File: src/rtl/regdump_pkg.sv
// Shared definitions for the register-file dump engine.
//   - state_t        : dump FSM states (ST_IDX is only reachable when
//                      REGDUMP_INDEX_EN is defined)
//   - BYTES_PER_WORD : bytes streamed per 32-bit register
//   - REG_IDX_W      : width of an architectural register index
//   - BYTE_CNT_W     : width of the per-word byte counter
package regdump_pkg;

    localparam int BYTES_PER_WORD = 4;
    localparam int REG_IDX_W      = 5;
    localparam int BYTE_CNT_W     = $clog2(BYTES_PER_WORD);

    typedef enum logic [2:0] {
        ST_IDLE,
        ST_LOAD,
        ST_IDX,
        ST_SEND,
        ST_FIN
    } state_t;

endpackage

File: src/rtl/word_byte_serializer.sv
// Splits a 32-bit word into bytes, least-significant byte first, and
// presents them on a valid/ready handshake.
// Ports:
//   clk, rstn : clock, asynchronous active-low reset
//   load      : capture word into the shift register, clear the byte count
//   word      : 32-bit value to serialize
//   enable    : owner permits presentation of the current byte
//   ready     : consumer accepts the byte this cycle
//   data      : current byte (shift[7:0])
//   valid     : data is valid (follows enable, never depends on ready)
//   last      : the byte currently presented is the final one of the word
module word_byte_serializer
    import regdump_pkg::*;
(
    input  logic                        clk,
    input  logic                        rstn,
    input  logic                        load,
    input  logic [8*BYTES_PER_WORD-1:0] word,
    input  logic                        enable,
    input  logic                        ready,
    output logic [7:0]                  data,
    output logic                        valid,
    output logic                        last
);

    logic [8*BYTES_PER_WORD-1:0] shift;
    logic [BYTE_CNT_W-1:0]       count;
    logic                        fire;

    assign valid = enable;
    assign fire  = enable && ready;
    assign data  = shift[7:0];
    assign last  = (count == BYTE_CNT_W'(BYTES_PER_WORD - 1));

    // NOTE: state registers use non-blocking assignments so every flop
    // samples pre-edge values; the shift register is reset too, because its
    // low byte is the visible tx_data and must read 0 out of reset.
    always_ff @(posedge clk or negedge rstn) begin
        if (!rstn) begin
            shift <= '0;
            count <= '0;
        end else if (load) begin
            shift <= word;
            count <= '0;
        end else if (fire) begin
            shift <= shift >> 8;
            count <= count + 1'b1;
        end
    end

endmodule

File: src/rtl/regfile_dumper.sv
// Debug read-out engine: on start, sweeps registers FIRST_REG..LAST_REG
// through a spare asynchronous read port and streams each value as
// little-endian bytes over a valid/ready byte interface.
// Build option: define REGDUMP_INDEX_EN to prefix every register's data
// bytes with an index byte {3'b000, idx}.
// Parameters: FIRST_REG, LAST_REG (FIRST_REG <= LAST_REG <= 31).
// Ports:
//   clk, rstn : clock, asynchronous active-low reset
//   start     : one-cycle dump request, honoured only in IDLE
//   busy      : dump in progress (LOAD/IDX/SEND)
//   done      : one-cycle pulse after the last byte handshake
//   rf_addr   : register index to the read port (always equals idx)
//   rf_data   : combinational read data for rf_addr
//   tx_data   : byte to the transmitter
//   tx_valid  : tx_data valid
//   tx_ready  : transmitter accepts the byte
module regfile_dumper
    import regdump_pkg::*;
#(
    parameter int unsigned FIRST_REG = 0,
    parameter int unsigned LAST_REG  = 31
) (
    input  logic                 clk,
    input  logic                 rstn,
    input  logic                 start,
    output logic                 busy,
    output logic                 done,
    output logic [REG_IDX_W-1:0] rf_addr,
    input  logic [31:0]          rf_data,
    output logic [7:0]           tx_data,
    output logic                 tx_valid,
    input  logic                 tx_ready
);

    localparam logic [REG_IDX_W-1:0] FIRST_IDX = REG_IDX_W'(FIRST_REG);
    localparam logic [REG_IDX_W-1:0] LAST_IDX  = REG_IDX_W'(LAST_REG);

    state_t               state;
    logic [REG_IDX_W-1:0] idx;
    logic                 ser_load;
    logic                 ser_enable;
    logic [7:0]           ser_data;
    logic                 ser_valid;
    logic                 ser_last;

    assign rf_addr    = idx;
    assign ser_load   = (state == ST_LOAD);
    assign ser_enable = (state == ST_SEND);

    word_byte_serializer u_serializer (
        .clk    (clk),
        .rstn   (rstn),
        .load   (ser_load),
        .word   (rf_data),
        .enable (ser_enable),
        .ready  (tx_ready),
        .data   (ser_data),
        .valid  (ser_valid),
        .last   (ser_last)
    );

`ifdef REGDUMP_INDEX_EN
    assign tx_valid = ser_valid || (state == ST_IDX);
    assign tx_data  = (state == ST_IDX) ? {{(8-REG_IDX_W){1'b0}}, idx} : ser_data;
`else
    assign tx_valid = ser_valid;
    assign tx_data  = ser_data;
`endif

    always_ff @(posedge clk or negedge rstn) begin
        if (!rstn) begin
            state <= ST_IDLE;
            idx   <= FIRST_IDX;
            busy  <= 1'b0;
            done  <= 1'b0;
        end else begin
            done <= 1'b0;
            case (state)
                ST_IDLE: begin
                    idx <= FIRST_IDX;
                    if (start) begin
                        state <= ST_LOAD;
                        busy  <= 1'b1;
                    end
                end
                // rf_data is captured by the serializer on the edge leaving LOAD.
                ST_LOAD: begin
`ifdef REGDUMP_INDEX_EN
                    state <= ST_IDX;
`else
                    state <= ST_SEND;
`endif
                end
`ifdef REGDUMP_INDEX_EN
                ST_IDX: begin
                    if (tx_ready) state <= ST_SEND;
                end
`endif
                ST_SEND: begin
                    if (tx_ready && ser_last) begin
                        // Stop at LAST_REG; idx never advances past it.
                        if (idx == LAST_IDX) begin
                            state <= ST_FIN;
                            busy  <= 1'b0;
                            done  <= 1'b1;
                        end else begin
                            idx   <= idx + 1'b1;
                            state <= ST_LOAD;
                        end
                    end
                end
                // A start arriving here is dropped, not queued.
                ST_FIN:  state <= ST_IDLE;
                default: state <= ST_IDLE;
            endcase
        end
    end

endmodule

File: config.mk
export PLATFORM = sky130hd
export DESIGN_NAME = regfile_dumper
export DESIGN_NICKNAME = d
export VERILOG_FILES = /design/src/rtl/regdump_pkg.sv /design/src/rtl/word_byte_serializer.sv /design/src/rtl/regfile_dumper.sv
export SDC_FILE = /design/constraint.sdc
export NUM_CORES = 1
export LEC_CHECK = 0
export CAP_MARGIN = 40
export CORE_AREA = 4 4 58 112
export DETAILED_ROUTE_END_ITERATION = 7
export DIE_AREA = 0 0 62 116
export PLACE_DENSITY = 0.7
export SLEW_MARGIN = 10
export SYNTH_ARGS = -nofsm -noshare
export SYNTH_HDL_FRONTEND = slang
export SYNTH_HIERARCHICAL = 1
export SYNTH_SLANG_ARGS = --single-unit
export TNS_END_PERCENT = 30
File: constraint.sdc
create_clock -name clk -period 1.85 [get_ports clk]
set_input_delay 0.2775 -clock clk [delete_from_list [all_inputs] [get_ports clk]]
set_output_delay 0.2775 -clock clk [all_outputs]
set_load 0.05 [all_outputs]
==> results.toml, run 1 <==
[clocking]
ctsHtreeMaxLevel = 2
worst_skew_pair.late_latency_ns = 0.28
root_driver = "clkbuf_16"
cts_buffers = 5
cts.sinks = 44
clock_tree_from_tritoncts = "built"
cts-resized-gates = 0
cts.reportedPaths.clkPinSlew_ns = 0.06
max-clock-path-buffers = 2

[detailed_routing]
wl_cell_um = 15.4
remaining_drc_errors = 0
dr.pass1.iters = 4
vias = 1860
wirelength_mm = 5.21
first_iter_violations = 56
via_per_inst = 5.49
detail-route-antenna-nets = 0

[timing]
final-setup-viol-count = 0
timing.hold.ws_ns = 0.466
clock.fmax_ghz = 0.558
clk_skew_ns = 0.00623
hold_viol = 0
final_max_slew_viol_count = 0
grt_setup_unrepaired = "no"
layout_min_cycle_time_ns = 1.79
worst-slew-pin-transition_ns = 0.494
relSlewSlack = 0.669
fin_crit_sh = 0.968

[setup_path]
crit_path_start = "rf_addr[0]"
rr_startpoint = "rf_addr[0]"
regToRegEndpoint = "rf_addr[1]"
kind_of_critical_path = "reg -> reg"
critical_path_peak_fanout = 6
worst_r2r_path_depth = 5
worst_setup_path_start_kind = "flip-flop"
worst-endpoint-arrival_ns = 1.95
worstPathRequired_ns = 2.01
rrSetupSlack_ns = 0.06
worstSetupEndpointType = "flip-flop"
critical_path.endpoint = "rf_addr[1]"

[global_routing]
grt_remaining_overflow = 0
grt_first_pass_wirelength_mm = 8.55
grt_start_max_net_pins = 92
number_of_antenna_violations_at_the_first_check_in_global_routing = 0
track_usage = 0.155
first_global_vias = 1788

[die]
dieArea_um2 = 7190
pin_count = 52
placement_rows = 39
die_height_um = 116
core-area_um2 = 5710
initial_utilization = 0.440
dieWidth_um = 62

[finish]
drive_above_1_share = 0.180
final_nets = 316
area_delta_synth_final_pct = 23.5
final_util = 0.543
antenna_cells_inserted = 0

[power]
power_density_normalized_to_cell_area_nw_per_um2 = 1510
peakVddDrop_v = 0.00111
cellLeakagePower_nw = 1.27
total_power_mw = 4.68

[worst_hold_path]
min_path_type = "in -> async"

[yosys]
yosys.area_share.simple = 0.256
yosysSeqAreaShare = 0.438
synthesis.area_um2 = 2510
netlist_instances = 238
syn-num-nets = 277
ys.warnings.count = 6
multiplexer_share_of_the_synthesized_area = 0.0159
synth_top_family_by_area = "simple AND/OR/NAND/NOR gates"
synth-xor-area-share = 0
synth_cell_types = 37
synth_fa_ha_area_frac = 0.0149
synth_compound_gate_area_share = 0.162
synth-seq-cells = 44
postSynthAreaPerCell_um2 = 10.6

[placed_design]
detailed_place_hpwl_mm = 3.51
place.gp.congestion = 0.734
buffer_ports.inserted = 51

[flow_run]
max-cap-violations = 0

[status]
status = "finished clean"
[routing by layer]
| metal | up-vias | global-route usage | part of all wire |
|---|---|---|---|
| met2 | 43 | 0.250 | 0.53 |
| li1 | 916 | - | - |
| met5 | - | 0 | 0 |
| met1 | 895 | 0.203 | 0.41 |
| met4 | 0 | 0.0482 | 0.016 |
| met3 | 6 | 0.0346 | 0.045 |
[layout make-up]
| cell class | instances | area [um2] |
|---|---|---|
| tap | 61 | 76.3 |
| fill | 523 | 2610 |
| clock inverter | 2 | 10.0 |
| multi-input combinational | 156 | 1150 |
| inverter | 10 | 37.5 |
| clock buffer | 6 | 139 |
| timing repair buffer | 60 | 583 |
| sequential | 44 | 1100 |
[per-stage QoR]
stage	TNS (ns)	cell area, um2	instances	setup slack, ns
4_1_cts	0	3100	339	0.0523
5_1_grt	0	3100	339	0.0172
3_5_place_dp	0	2940	330	0.0636
3_3_place_gp	0	2940	330	0.0869
2_1_floorplan	-0.0502	2530	238	-0.0258
6_report	0	3100	339	0.0592
[cell usage in the layout, fill, tap and decap left out, drive strengths merged, types with 2 or more instances in the layout]
cell,netlist,layout
dfrtp,44,44
clkdlybuf4s50,0,43
nand2,35,35
nand2b,25,25
nand4b,24,24
buf,27,16
o211ai,16,16
o21ai,12,12
inv,10,10
o311ai,8,8
clkbuf,1,6
nand3,4,4
a21oi,4,4
nand3b,3,3
and2,3,3
ha,3,3
nor2,2,2
mux2,2,2
clkinv,0,2
a21bo,2,2
nor3b,2,2
or3,2,2
[state kept, by name (all words and copies together), names as in the netlist]
register,flops
u_serializer/shift,32
rf_addr,5
state,3
u_serializer/count,2
busy,1
done,1
[cell usage after synthesis (all sizes together)]
cell	instances	share of area
nand4b	24	0.084
buf	27	0.096
a2bb2oi	1	0.0035
mux2	2	0.012
mux2i	1	0.0040
or3	2	0.0070
o311ai	8	0.052
a21bo	2	0.0080
o31ai	1	0.0030
a21o	1	0.0030
nand3	4	0.0080
clkbuf	1	0.0020
a21oi	4	0.0080
inv	10	0.015
a21boi	1	0.0030
nor3b	2	0.0060
dfrtp	44	0.44
o211ai	16	0.058
nand3b	3	0.014
nand2	35	0.052
and3	1	0.0025
and2	3	0.0085
nand2b	25	0.062
nor4	1	0.0025
nor2b	1	0.0025
o21ai	12	0.024
nor2	2	0.0030
ha	3	0.015
and4b	1	0.0040
[worst max-delay path, stage by stage (launching register included)]
cell and delay, ns:
dfrtp_2 0.43, ha_2 0.20, and3_4 0.18, ha_4 0.17, or3_4 0.39, mux2_4 0.30
[kinds of logic (layout without fill, tap and decap cells)]
group,count (synthesis),count (layout)
buffers and inverters,38,78
AND/OR/NAND/NOR,104,104
AO/OA/AOI/OAI,46,46
flip-flops,44,44
adder cells (fa/ha/maj),3,3
multiplexers,3,3
[power breakdown]
| group | leakage [nW] | internal, mW | switching [mW] |
|---|---|---|---|
| logic | 0.631 | 0.969 | 1.28 |
| clock network | 0.0766 | 0.532 | 0.349 |
| registers | 0.562 | 1.32 | 0.222 |
[what timing repair did]
action,CTS,global route
buffers inserted,0,0
setup endpoints to repair,0,0
hold buffers,1,0
endpoints found under the hold margin,16,0
[worst min path at each step]
stage          start               endpoint  slack, ns  cells after the start
2_1_floorplan   rstn                   busy      -0.02                      0
3_3_place_gp    rstn  u_serializer/shift[3]       0.24                      1
3_5_place_dp    rstn  u_serializer/shift[3]       0.24                      1
4_1_cts         rstn  u_serializer/shift[3]       0.47                      2
5_1_grt         rstn  u_serializer/shift[0]       0.51                      2
6_report        rstn  u_serializer/shift[0]       0.47                      2
No activity file was read; power rests on OpenSTA's default activity.
==> inputs of run 2 (changes only) <==
Settings changed: CORE_AREA 4 4 58 112 to 4 4 63 122, DIE_AREA 0 0 62 116 to 0 0 67 126, PLACE_DENSITY 0.7 to 0.6.
==> run 2 against run 1 <==
  * Final area increased by 1.9%
  * Critical path depth shrank 4
  * Fmax up 0.22%
  * Sequential share of layout area fell by 0.66 points
  * Clock skew decreased by 0.0036 ns
  * Combinational power up 3%
  * Highest routed layer unchanged
==> results.toml, run 2 (synthesized netlist as in run 1, its figures left out) <==
[power]
reg_power_frac = 0.331
total_power_mw = 4.68
power.share.combinational = 0.493
peakVddDrop_v = 0.00102
cellLeakagePower_nw = 1.28
netSwitchingPower_mw = 1.86
power_density_normalized_to_cell_area_nw_per_um2 = 1480
portion_of_total_power_attributed_to_the_clock_network = 0.176
power.internal_mw = 2.82
switching_share = 0.398

[status]
status = "finished clean"

[global_routing]
globalRouteMet2Util = 0.233
met3_usage = 0.0312
grt_remaining_overflow = 0
track_usage = 0.140
first_global_vias = 1816
use_met1 = 0.168
number_of_antenna_violations_at_the_first_check_in_global_routing = 0
grt_first_pass_wirelength_mm = 9.05
most_utilized_layer_in_the_global_route_result = "met2"
grt_start_max_net_pins = 73

[flow_run]
max-cap-violations = 0

[finish]
antenna_cells_inserted = 0
final_util = 0.474
most-common-layout-cells = "dfrtp_1, clkdlybuf4s50_1, nand2_1"
final_nets = 319
area_delta_synth_final_pct = 25.9
largest_register_ff_count = 32
drive_above_1_share = 0.183
max_flop_register = "u_serializer/shift"
post_layout_nonfiller_instances = 367

[detailed_routing]
via_per_inst = 4.99
wirelength_mm = 5.61
detail-route-antenna-nets = 0
remaining_drc_errors = 0
vias = 1830
first_iter_violations = 73
wl_cell_um = 15.3
dr.pass1.iters = 4

[setup_path]
path_cells = "clkdlybuf4s50_1"
worst_path_max_delay_cell = "clkdlybuf4s50_1"
worst-endpoint-arrival_ns = 1.51
rr_startpoint = "rf_addr[0]"
crit_cells = 1
worst_r2r_path_depth = 5
crit_buf_inv = 1
crit_path_start = "rf_addr[3]"
worstPathRequired_ns = 1.57
timing.critical_path.max_delay_family = "buffers and inverters"
critical_path_peak_fanout = 4
kind_of_critical_path = "reg -> out"
critical_path.endpoint = "rf_addr[3]"
worst_setup_path_start_kind = "flip-flop"
regToRegEndpoint = "rf_addr[4]"
rrSetupSlack_ns = 0.07
crit_path_max_incr_delay_ns = 0.82
worstSetupEndpointType = "output port"

[die]
dieArea_um2 = 8440
die_height_um = 126
initial_utilization = 0.376
placement_rows = 42
dieWidth_um = 67
core-area_um2 = 6670
pin_count = 52

[timing]
final-setup-viol-count = 0
fin_crit_sh = 0.966
relSlewSlack = 0.659
clock.fmax_ghz = 0.560
layout_min_cycle_time_ns = 1.79
worst-slew-pin-transition_ns = 0.510
final_max_slew_viol_count = 0
timing.hold.ws_ns = 0.441
grt_setup_unrepaired = "no"
setup_ws_ns = 0.0632
clk_skew_ns = 0.00265
hold_viol = 0

[placed_design]
buffer_ports.inserted = 51
detailed_place_hpwl_mm = 3.90
detailedPlace.worstSlack_ns = 0.0686
numPlacedInstances = 360
place.gp.congestion = 0.746

[clocking]
post_cts_hold_buffer_count = 1
cts.sinks = 44
root_driver = "clkbuf_16"
cts.reportedPaths.clkPinSlew_ns = 0.06
cts.repair_timing.setup_buffer_count = 0
worst_skew_pair.late_latency_ns = 0.28
cts-resized-gates = 0
cts_buffers = 5
ctsHtreeMaxLevel = 2
max-clock-path-buffers = 2
clock_tree_from_tritoncts = "built"

[worst_hold_path]
min_path_type = "in -> async"
==> run 2: cell count changes in the layout (fill, tap and decap cells not counted), sizes merged <==
cell | previous run | this run
buf | 16 | 20
clkdlybuf4s50 | 43 | 42
clkinv | 2 | 0
==> run 2: metrics by stage <==
stage | setup TNS, ns | area (um2)
4_1_cts | 0 | 3160
3_5_place_dp | 0 | 3020
3_3_place_gp | 0 | 3020
2_1_floorplan | -0.0502 | 2530
6_report | 0 | 3160
5_1_grt | 0 | 3160
==> run 2: area by class of cell <==
| class | count | area (um2) |
|---|---|---|
| sequential | 44 | 1100 |
| fill | 638 | 3510 |
| inverter | 10 | 37.5 |
| tap | 88 | 110 |
| clock buffer | 6 | 129 |
| multi-input combinational | 156 | 1150 |
| timing repair buffer | 63 | 628 |
==> run 2: worst min path at each step <==
stage          from  endpoint  slack, ns  cells after the start
2_1_floorplan  rstn      busy      -0.02                      0
3_3_place_gp   rstn  state[2]       0.23                      1
3_5_place_dp   rstn  state[2]       0.23                      1
4_1_cts        rstn  state[2]       0.45                      2
5_1_grt        rstn  state[2]       0.48                      2
6_report       rstn  state[2]       0.44                      2
==> run 2: layer usage <==
metal,vias up,part of all wire,wire [um]
met3,8,0.043,242
met2,38,0.53,2970
li1,914,-,-
met4,0,0.022,125
met5,-,0,0
met1,870,0.40,2270
==> run 2: power groups by stage <==
stage               registers [mW]  logic, mW  clock network [mW]
floorplan                     1.62       1.85                   0
global placement              1.55       2.30                   0
detailed placement            1.57       2.32                   0
CTS                           1.55       2.34               0.847
global route                  1.60       2.49               0.880
finish                        1.55       2.31               0.823
==> inputs of run 3 (changes only) <==
Settings changed: MAX_ROUTING_LAYER from default to met4.
==> run 3 against run 2 <==
  * Sequential share of layout area is the same
  * Global-route usage grew 0.39 points
  * Via count shrank 0.44%
  * Non-clock buffer count is the same
  * Worst hold slack is essentially flat
  * Utilization is the same
  * Fmax grew 0.11%
==> results.toml, run 3 (synthesized netlist as in run 1, its figures left out) <==
[setup_path]
worst_r2r_path_depth = 5
crit_path_max_incr_delay_ns = 0.82
worst-endpoint-arrival_ns = 1.51
worst_setup_path_start_kind = "flip-flop"
worstPathRequired_ns = 1.57
worstSetupEndpointType = "output port"
worst_path_max_delay_cell = "clkdlybuf4s50_1"
path_cells = "clkdlybuf4s50_1"
rr_startpoint = "rf_addr[0]"
regToRegEndpoint = "rf_addr[4]"
crit_buf_inv = 1
kind_of_critical_path = "reg -> out"
timing.critical_path.max_delay_family = "buffers and inverters"
critical_path_peak_fanout = 4
rrSetupSlack_ns = 0.07

[die]
dieArea_um2 = 8440
placement_rows = 42
dieWidth_um = 67
pin_count = 52
die_height_um = 126
initial_utilization = 0.376
core-area_um2 = 6670

[finish]
antenna_cells_inserted = 0
post_layout_nonfiller_instances = 367
final_area_um2 = 3160
most-common-layout-cells = "dfrtp_1, clkdlybuf4s50_1, nand2_1"
final_nets = 319
largest_register_ff_count = 32
area_delta_synth_final_pct = 25.9
max_flop_register = "u_serializer/shift"
drive_above_1_share = 0.183

[clocking]
cts.repair_timing.setup_buffer_count = 0
max-clock-path-buffers = 2
cts.reportedPaths.clkPinSlew_ns = 0.06
cts_buffers = 5
cts.sinks = 44
root_driver = "clkbuf_16"
cts-resized-gates = 0
clock_tree_from_tritoncts = "built"
worst_skew_pair.late_latency_ns = 0.28
ctsHtreeMaxLevel = 2

[timing]
layout_min_cycle_time_ns = 1.78
hold_viol = 0
final-setup-viol-count = 0
clock.fmax_ghz = 0.560
grt_setup_unrepaired = "no"
clk_skew_ns = 0.00190
relSlewSlack = 0.659
timing.hold.ws_ns = 0.441
final_max_slew_viol_count = 0
worst-slew-pin-transition_ns = 0.510
setup_ws_ns = 0.0652
fin_crit_sh = 0.965

[global_routing]
grt_first_pass_wirelength_mm = 9.04
grt_remaining_overflow = 0
track_usage = 0.144
use_met1 = 0.170
most_utilized_layer_in_the_global_route_result = "met2"
first_global_vias = 1819
globalRouteMet2Util = 0.234
number_of_antenna_violations_at_the_first_check_in_global_routing = 0
grt_start_max_net_pins = 73
met3_usage = 0.0285

[power]
total_power_mw = 4.67
portion_of_total_power_attributed_to_the_clock_network = 0.176
switching_share = 0.397
cellLeakagePower_nw = 1.28
peakVddDrop_v = 0.00102
power.internal_mw = 2.82
power_density_normalized_to_cell_area_nw_per_um2 = 1480
power.share.combinational = 0.493
netSwitchingPower_mw = 1.86
reg_power_frac = 0.331

[detailed_routing]
vias = 1822
wl_cell_um = 15.2
dr.pass1.iters = 4
remaining_drc_errors = 0
via_per_inst = 4.96
detail-route-antenna-nets = 0
wirelength_mm = 5.58
first_iter_violations = 63

[worst_hold_path]
min_path_type = "in -> async"

[placed_design]
placedInstanceArea_um2 = 3020
buffer_ports.inserted = 51
place.gp.congestion = 0.755
numPlacedInstances = 360
detailedPlace.worstSlack_ns = 0.0686
detailed_place_hpwl_mm = 3.90

[status]
status = "finished clean"

[flow_run]
max-cap-violations = 0
==> run 3: layer usage <==
layer,wire length [um],share of wire,vias to the layer above
met3,216,0.039,8
li1,-,-,914
met4,125,0.022,0
met5,0,0,-
met2,2950,0.53,39
met1,2290,0.41,861
==> run 3: timing repair <==
item,in CTS,in global routing
endpoints found under the hold margin,15,0
hold buffers,1,0
setup endpoints to repair,0,0
==> run 3: worst reg2reg max path, cell delays in order, from the launching register on <==
cell     delay (ns)
dfrtp_2        0.42
ha_2           0.19
and3_4         0.18
ha_4           0.17
or3_4          0.39
mux2_4         0.31
==> run 3: cell type report <==
type | instances | area, um2
Timing Repair Buffer | 63 | 628
Sequential cell | 44 | 1100
Inverter | 10 | 37.5
Clock buffer | 6 | 129
Fill cell | 638 | 3510
Multi-Input combinational cell | 156 | 1150
Tap cell | 88 | 110
==> run 3: how the worst max path moves through the flow <==
stage / end / cells past startpoint / from
after CTS: rf_addr[3] / 1 / rf_addr[3]
final: rf_addr[3] / 1 / rf_addr[3]
after global routing: rf_addr[3] / 1 / rf_addr[3]
after detailed placement: rf_addr[4] / 5 / rf_addr[0]
after floorplan: rf_addr[1] / 5 / rf_addr[0]
after global placement: rf_addr[1] / 5 / rf_addr[0]
==> run 3: per-stage QoR <==
stage          TNS, ns  utilization
2_1_floorplan  -0.0502            -
3_3_place_gp         0        0.453
3_5_place_dp         0        0.453
4_1_cts              0        0.474
5_1_grt              0        0.474
6_report             0        0.474
==> run 3: power groups by stage <==
stage               Clock [mW]  Combinational [mW]  Sequential (mW)
floorplan                    0                1.85             1.62
global placement             0                2.30             1.55
detailed placement           0                2.32             1.57
CTS                      0.847                2.34             1.55
global route             0.880                2.49             1.60
finish                   0.822                2.31             1.55
